File: src/rtl/serial_adder_if.sv
// serial_adder_if: request/operand inputs and result outputs of the bit-serial adder.
interface serial_adder_if #(parameter int WIDTH = 8);
    logic             i_start;
    logic             i_sub;
    logic             i_cin;
    logic [WIDTH-1:0] i_a;
    logic [WIDTH-1:0] i_b;
    logic             o_busy;
    logic             o_done;
    logic [WIDTH-1:0] o_sum;
    logic             o_cout;
    logic             o_ovf;
    modport master (
        output i_start, i_sub, i_cin, i_a, i_b,
        input  o_busy, o_done, o_sum, o_cout, o_ovf
    );
    modport slave (
        input  i_start, i_sub, i_cin, i_a, i_b,
        output o_busy, o_done, o_sum, o_cout, o_ovf
    );
endinterface

File: src/rtl/serial_adder.sv
// serial_adder: LSB-first bit-serial add/subtract through a single full-adder stage.
module serial_adder #(parameter int WIDTH = 8) (
    input  logic          clk,
    input  logic          rst_n,
    serial_adder_if.slave bus
);
    localparam int CW = $clog2(WIDTH + 1);
    typedef enum logic [1:0] {IDLE, SHIFT, DONE} state_t;
    state_t           r_state, w_next;
    logic [WIDTH-1:0] r_a, r_b, r_sum;
    logic [WIDTH-2:0] r_res;
    logic [CW-1:0]    r_count;
    logic             r_carry, r_cout, r_ovf;
    logic             w_s, w_c, w_last, w_load;
    assign w_s    = r_a[0] ^ r_b[0] ^ r_carry;
    assign w_c    = (r_a[0] & r_b[0]) | (r_carry & (r_a[0] ^ r_b[0]));
    assign w_last = r_count == CW'(WIDTH - 1);
    assign w_load = r_state == IDLE && bus.i_start;
    always_comb begin
        w_next = (r_state == IDLE)  ? (bus.i_start ? SHIFT : IDLE) :
                 (r_state == SHIFT) ? (w_last ? DONE : SHIFT) : IDLE;
    end
    always_ff @(posedge clk or negedge rst_n) begin
        if (!rst_n) r_state <= IDLE;
        else        r_state <= w_next;
    end
    // Subtract is A + ~B + 1; the partial result fills from the MSB side
    always_ff @(posedge clk or negedge rst_n) begin
        if (!rst_n) begin
            r_a     <= '0;
            r_b     <= '0;
            r_res   <= '0;
            r_sum   <= '0;
            r_count <= '0;
            r_carry <= 1'b0;
            r_cout  <= 1'b0;
            r_ovf   <= 1'b0;
        end else if (w_load) begin
            r_a     <= bus.i_a;
            r_b     <= bus.i_sub ? ~bus.i_b : bus.i_b;
            r_carry <= bus.i_sub ? 1'b1 : bus.i_cin;
            r_count <= '0;
        end else if (r_state == SHIFT) begin
            r_a     <= r_a >> 1;
            r_b     <= r_b >> 1;
            r_res   <= (WIDTH-1)'({w_s, r_res} >> 1);
            r_carry <= w_c;
            r_count <= r_count + CW'(1);
            if (w_last) begin
                r_sum  <= {w_s, r_res};
                r_cout <= w_c;
                r_ovf  <= r_carry ^ w_c;
            end
        end
    end
    assign bus.o_busy = r_state == SHIFT;
    assign bus.o_done = r_state == DONE;
    assign bus.o_sum  = r_sum;
    assign bus.o_cout = r_cout;
    assign bus.o_ovf  = r_ovf;
endmodule
File: src/flat_wrapper.sv
// flat-port wrapper written by rule: the top's interface ports become plain ports
module serial_adder_flat 
#(parameter int WIDTH = 8)
  (clk, rst_n, bus_i_start, bus_i_sub, bus_i_cin, bus_i_a, bus_i_b, bus_o_busy, bus_o_done, bus_o_sum, bus_o_cout, bus_o_ovf);
  serial_adder_if #(.WIDTH(WIDTH)) bus_i ();
  input  logic clk;
  input  logic rst_n;
  input wire logic [$bits(bus_i.i_start)-1:0] bus_i_start;
  input wire logic [$bits(bus_i.i_sub)-1:0] bus_i_sub;
  input wire logic [$bits(bus_i.i_cin)-1:0] bus_i_cin;
  input wire logic [$bits(bus_i.i_a)-1:0] bus_i_a;
  input wire logic [$bits(bus_i.i_b)-1:0] bus_i_b;
  output wire logic [$bits(bus_i.o_busy)-1:0] bus_o_busy;
  output wire logic [$bits(bus_i.o_done)-1:0] bus_o_done;
  output wire logic [$bits(bus_i.o_sum)-1:0] bus_o_sum;
  output wire logic [$bits(bus_i.o_cout)-1:0] bus_o_cout;
  output wire logic [$bits(bus_i.o_ovf)-1:0] bus_o_ovf;
  assign bus_i.i_start = bus_i_start;
  assign bus_i.i_sub = bus_i_sub;
  assign bus_i.i_cin = bus_i_cin;
  assign bus_i.i_a = bus_i_a;
  assign bus_i.i_b = bus_i_b;
  assign bus_o_busy = bus_i.o_busy;
  assign bus_o_done = bus_i.o_done;
  assign bus_o_sum = bus_i.o_sum;
  assign bus_o_cout = bus_i.o_cout;
  assign bus_o_ovf = bus_i.o_ovf;
  serial_adder #(.WIDTH(WIDTH)) u_core (.clk(clk), .rst_n(rst_n), .bus(bus_i));
endmodule
File: config.mk
export PLATFORM = sky130hd
export DESIGN_NAME = serial_adder_flat
export DESIGN_NICKNAME = d
export VERILOG_FILES = /design/src/rtl/serial_adder_if.sv /design/src/rtl/serial_adder.sv /design/src/flat_wrapper.sv
export SDC_FILE = /design/constraint.sdc
export NUM_CORES = 1
export LEC_CHECK = 0
export ABC_AREA = 1
export CAP_MARGIN = 10
export CORE_MARGIN = 2
export CORE_UTILIZATION = 50
export CTS_CLUSTER_SIZE = 40
export DETAILED_ROUTE_END_ITERATION = 8
export GPL_ROUTABILITY_DRIVEN = 0
export PLACE_DENSITY = 0.77
export SETUP_SLACK_MARGIN = 0.05
export SYNTH_ARGS = -nofsm -noshare
export SYNTH_HDL_FRONTEND = slang
export SYNTH_SLANG_ARGS = --single-unit
File: constraint.sdc
create_clock -name clk -period 1.7 [get_ports clk]
set_input_delay 0.51 -clock clk [delete_from_list [all_inputs] [get_ports clk]]
set_output_delay 0.51 -clock clk [all_outputs]
set_load 0.005 [all_outputs]
==> qor.txt <==
top_reg_cell synth = dfrtp_1
initial antenna violation count = 0
H-tree levels = 2
Synth area leaders = dfrtp_1 (56%), nand2_1 (19%), nand3_1 (4.2%)
clock share of power = 16.8%
hold_ws = 0.200 ns
logic gate share of total power = 39.0%
register area share after synthesis = 56.2%
CP max-delay cell = dfrtp_2
Worst Tran Pin Value = 0.493 ns
CTS Root Cell = clkbuf_4
total CTS buffers = 5
Finished Cell Area = 2300 um^2
Pins Over Slew Limit = 0
vias in the first global route = 1407
Mapped Area = 1780 um^2
DIE AREA = 4060 um^2
drc violations = 0
Die Ht = 63.7 um
Worst R2R Start = u_core.r_state[0]$_DFF_PN0_
post-placement cell area = 2190 um^2
Max Freq = 620 MHz
layout net count = 281
Clock Latency Late Sink = 0.34 ns
RSZ-0062 raised after global routing = true
CP cell instances = buf_6 -> nand2_4 -> inv_4 -> clkbuf_2
Yosys cell types = 21
HP Class = input port to async pin
Initial Util = 52.6%
max layer used = met4
final setup margin = 0.0871 ns
wire length per cell = 11.1 um
Syn. warnings = 0
Port Buffer Count = 32
Tcrit/Tclk final = 94.9%
fill cell count = 283
Final Hold Vio Count = 0
CP required = 1.19 ns
first-pass GRT wire length = 6.24 mm
PD cells = 1570 nW/um^2
outcome = finished, final reports clean
largest fanout on the critical path = 3
Area Growth Syn to Fin = 28.9%
worst slew margin relative to its limit = 67.1%
CP delay by family, top = flip-flops
Row Count = 21
routed wl met3 = 155 um
drt first pass iters = 4
syn nets = 236
Setup CP Type = flop to output port
Vias = 1471
Yosys reg bits = 40
sequential share of power = 44.2%
max-cap violations = 0
Synth top area share = 56.2%
cell count after synthesis = 213
wire length on met2 = 1.59 mm
CORE AREA = 3390 um^2
CTS Sinks = 40
R2R depth = 7
total gr overflow = 0
post-layout util = 67.8%
DRT Wirelength = 3.39 mm
clk slew on worst S/H paths = 0.11 ns
dpl ws = 0.0210 ns
boundary pin count = 33
Yosys top cell by area = dfrtp_1
Max IR drop VDD = 684 uV
largest net degree at the start of global routing = 41
Post-synth EDFFs = 0
Final min period = 1.61 ns
Synth async-reset ratio = 100%
WL met1 = 1.59 mm
ratio of cells with drive above 1 in the final layout = 12.0%
Switch Pwr = 1.30 mW
Max Buffers Root-to-Sink = 2
CTS hold repair buffers = 0
Setup Skew = 0.00671 ns
Routed Antenna Nets = 0
die width = 63.7 um
max incr delay on CP = 0.43 ns
P_int = 2.30 mW
ANT cells = 0
Syn Area/Cell = 8.36 um^2
Leakage = 1.19 nW
vias per std cell = 4.82
Overall Global Routing Usage = 20.2%
Startpoint Class = flop
CTS tree = built
R2R Setup Slk = 0.27 ns
hpwl dp = 2.33 mm
initial drt markers = 83
most frequent cells in the layout = nand2_1 (92), dfrtp_1 (39), clkdlybuf4s50_1 (19)
count of final setup violators = 0
Net Sw Frac = 36.1%
commonest non-fill, non-tap cell in the layout = nand2_1
Tot Pwr = 3.61 mW
Reg-to-Reg End = u_core.r_b[1]$_DFFE_PN0P_
Worst Setup End Kind = output port
Critical path buffers and inverters = 3
CP arrival = 1.10 ns
-- through the flow --
step / cells / TNS, ns
finish: 305 / 0
global route: 305 / 0
CTS: 304 / -0.0549
detailed placement: 291 / 0
global placement: 291 / 0
floorplan: 213 / 0
-- synthesized netlist by cell type (2+ instances only) --
| master | instances |
|---|---|
| nand2_2 | 2 |
| nand3_1 | 15 |
| xnor2_1 | 2 |
| dfrtp_1 | 40 |
| buf_2 | 3 |
| o21ai_1 | 8 |
| o21ai_0 | 12 |
| xor2_1 | 4 |
| nand2_1 | 92 |
| inv_2 | 3 |
| inv_1 | 14 |
| nor2_1 | 9 |
-- worst max path at each step --
stage	from	end	slack, ns	cells after the start
floorplan	u_core.r_state[0]$_DFF_PN0_	bus_o_busy	0.32	3
global placement	bus_i_start	u_core.r_count[2]$_DFFE_PN0P_	0.04	6
detailed placement	bus_i_start	u_core.r_b[5]$_DFFE_PN0P_	0.02	7
CTS	u_core.r_state[0]$_DFF_PN0_	bus_o_busy	-0.05	4
global route	u_core.r_state[0]$_DFF_PN0_	bus_o_busy	0.04	4
finish	u_core.r_state[0]$_DFF_PN0_	bus_o_busy	0.09	4
-- metal layers --
| layer | track usage [%] | vias up |
|---|---|---|
| li1 | - | 749 |
| met1 | 26.2 | 684 |
| met2 | 32.0 | 33 |
| met3 | 6.07 | 5 |
| met4 | 7.34 | 0 |
| met5 | 0 | - |
-- logic make-up (layout without fill, tap and decap cells) --
family | count (synthesis) | in the layout | share of synthesized area [%]
DFF | 40 | 40 | 56.2
adders and majority gates | 2 | 2 | 1.83
AOI/OAI and AO/OA | 21 | 21 | 5.90
and+or+nand+nor | 120 | 120 | 27.2
buffers and inverters | 24 | 70 | 5.97
xor gates and xnor gates | 6 | 6 | 2.95
-- state kept, by name (all words and copies together), names as in the netlist --
register	cells
u_core.r_count	4
u_core.bus.o_ovf	1
u_core.r_a	8
u_core.r_state	2
u_core.r_carry	1
u_core.bus.o_cout	1
u_core.bus.o_sum	8
u_core.r_b	8
u_core.r_res	7
-- power by group through the flow --
| stage | combinational [mW] | clock (mW) | sequential (mW) |
|---|---|---|---|
| after CTS | 1.41 | 0.621 | 1.59 |
| after global routing | 1.64 | 0.661 | 1.65 |
| after detailed placement | 1.39 | 0 | 1.62 |
| after global placement | 1.35 | 0 | 1.61 |
| after floorplan | 0.846 | 0 | 1.58 |
| final | 1.41 | 0.604 | 1.59 |
-- cell type report --
class	instances	area [um^2]	share of cell area (%)
Tap cell	46	57.6	2.51
Sequential cell	40	1000	43.6
Clock inverter	2	35.0	1.53
Timing Repair Buffer	44	412	17.9
Clock buffer	6	41.3	1.80
Inverter	18	70.1	3.05
Multi-Input combinational cell	149	679	29.6
-- worst register-to-register path: cells and delay by family (launching register included) --
family	cells	cell delay, ns
buffers and inverters	3	0.57
flip-flops	1	0.43
AND/OR/NAND/NOR	4	0.36
-- repair_timing --
| action | CTS | global route |
|---|---|---|
| setup buffers | 5 | 1 |
| setup endpoints to repair | 12 | 2 |
| resized for setup | 15 | 5 |
No activity file was read; power rests on OpenSTA's default activity.
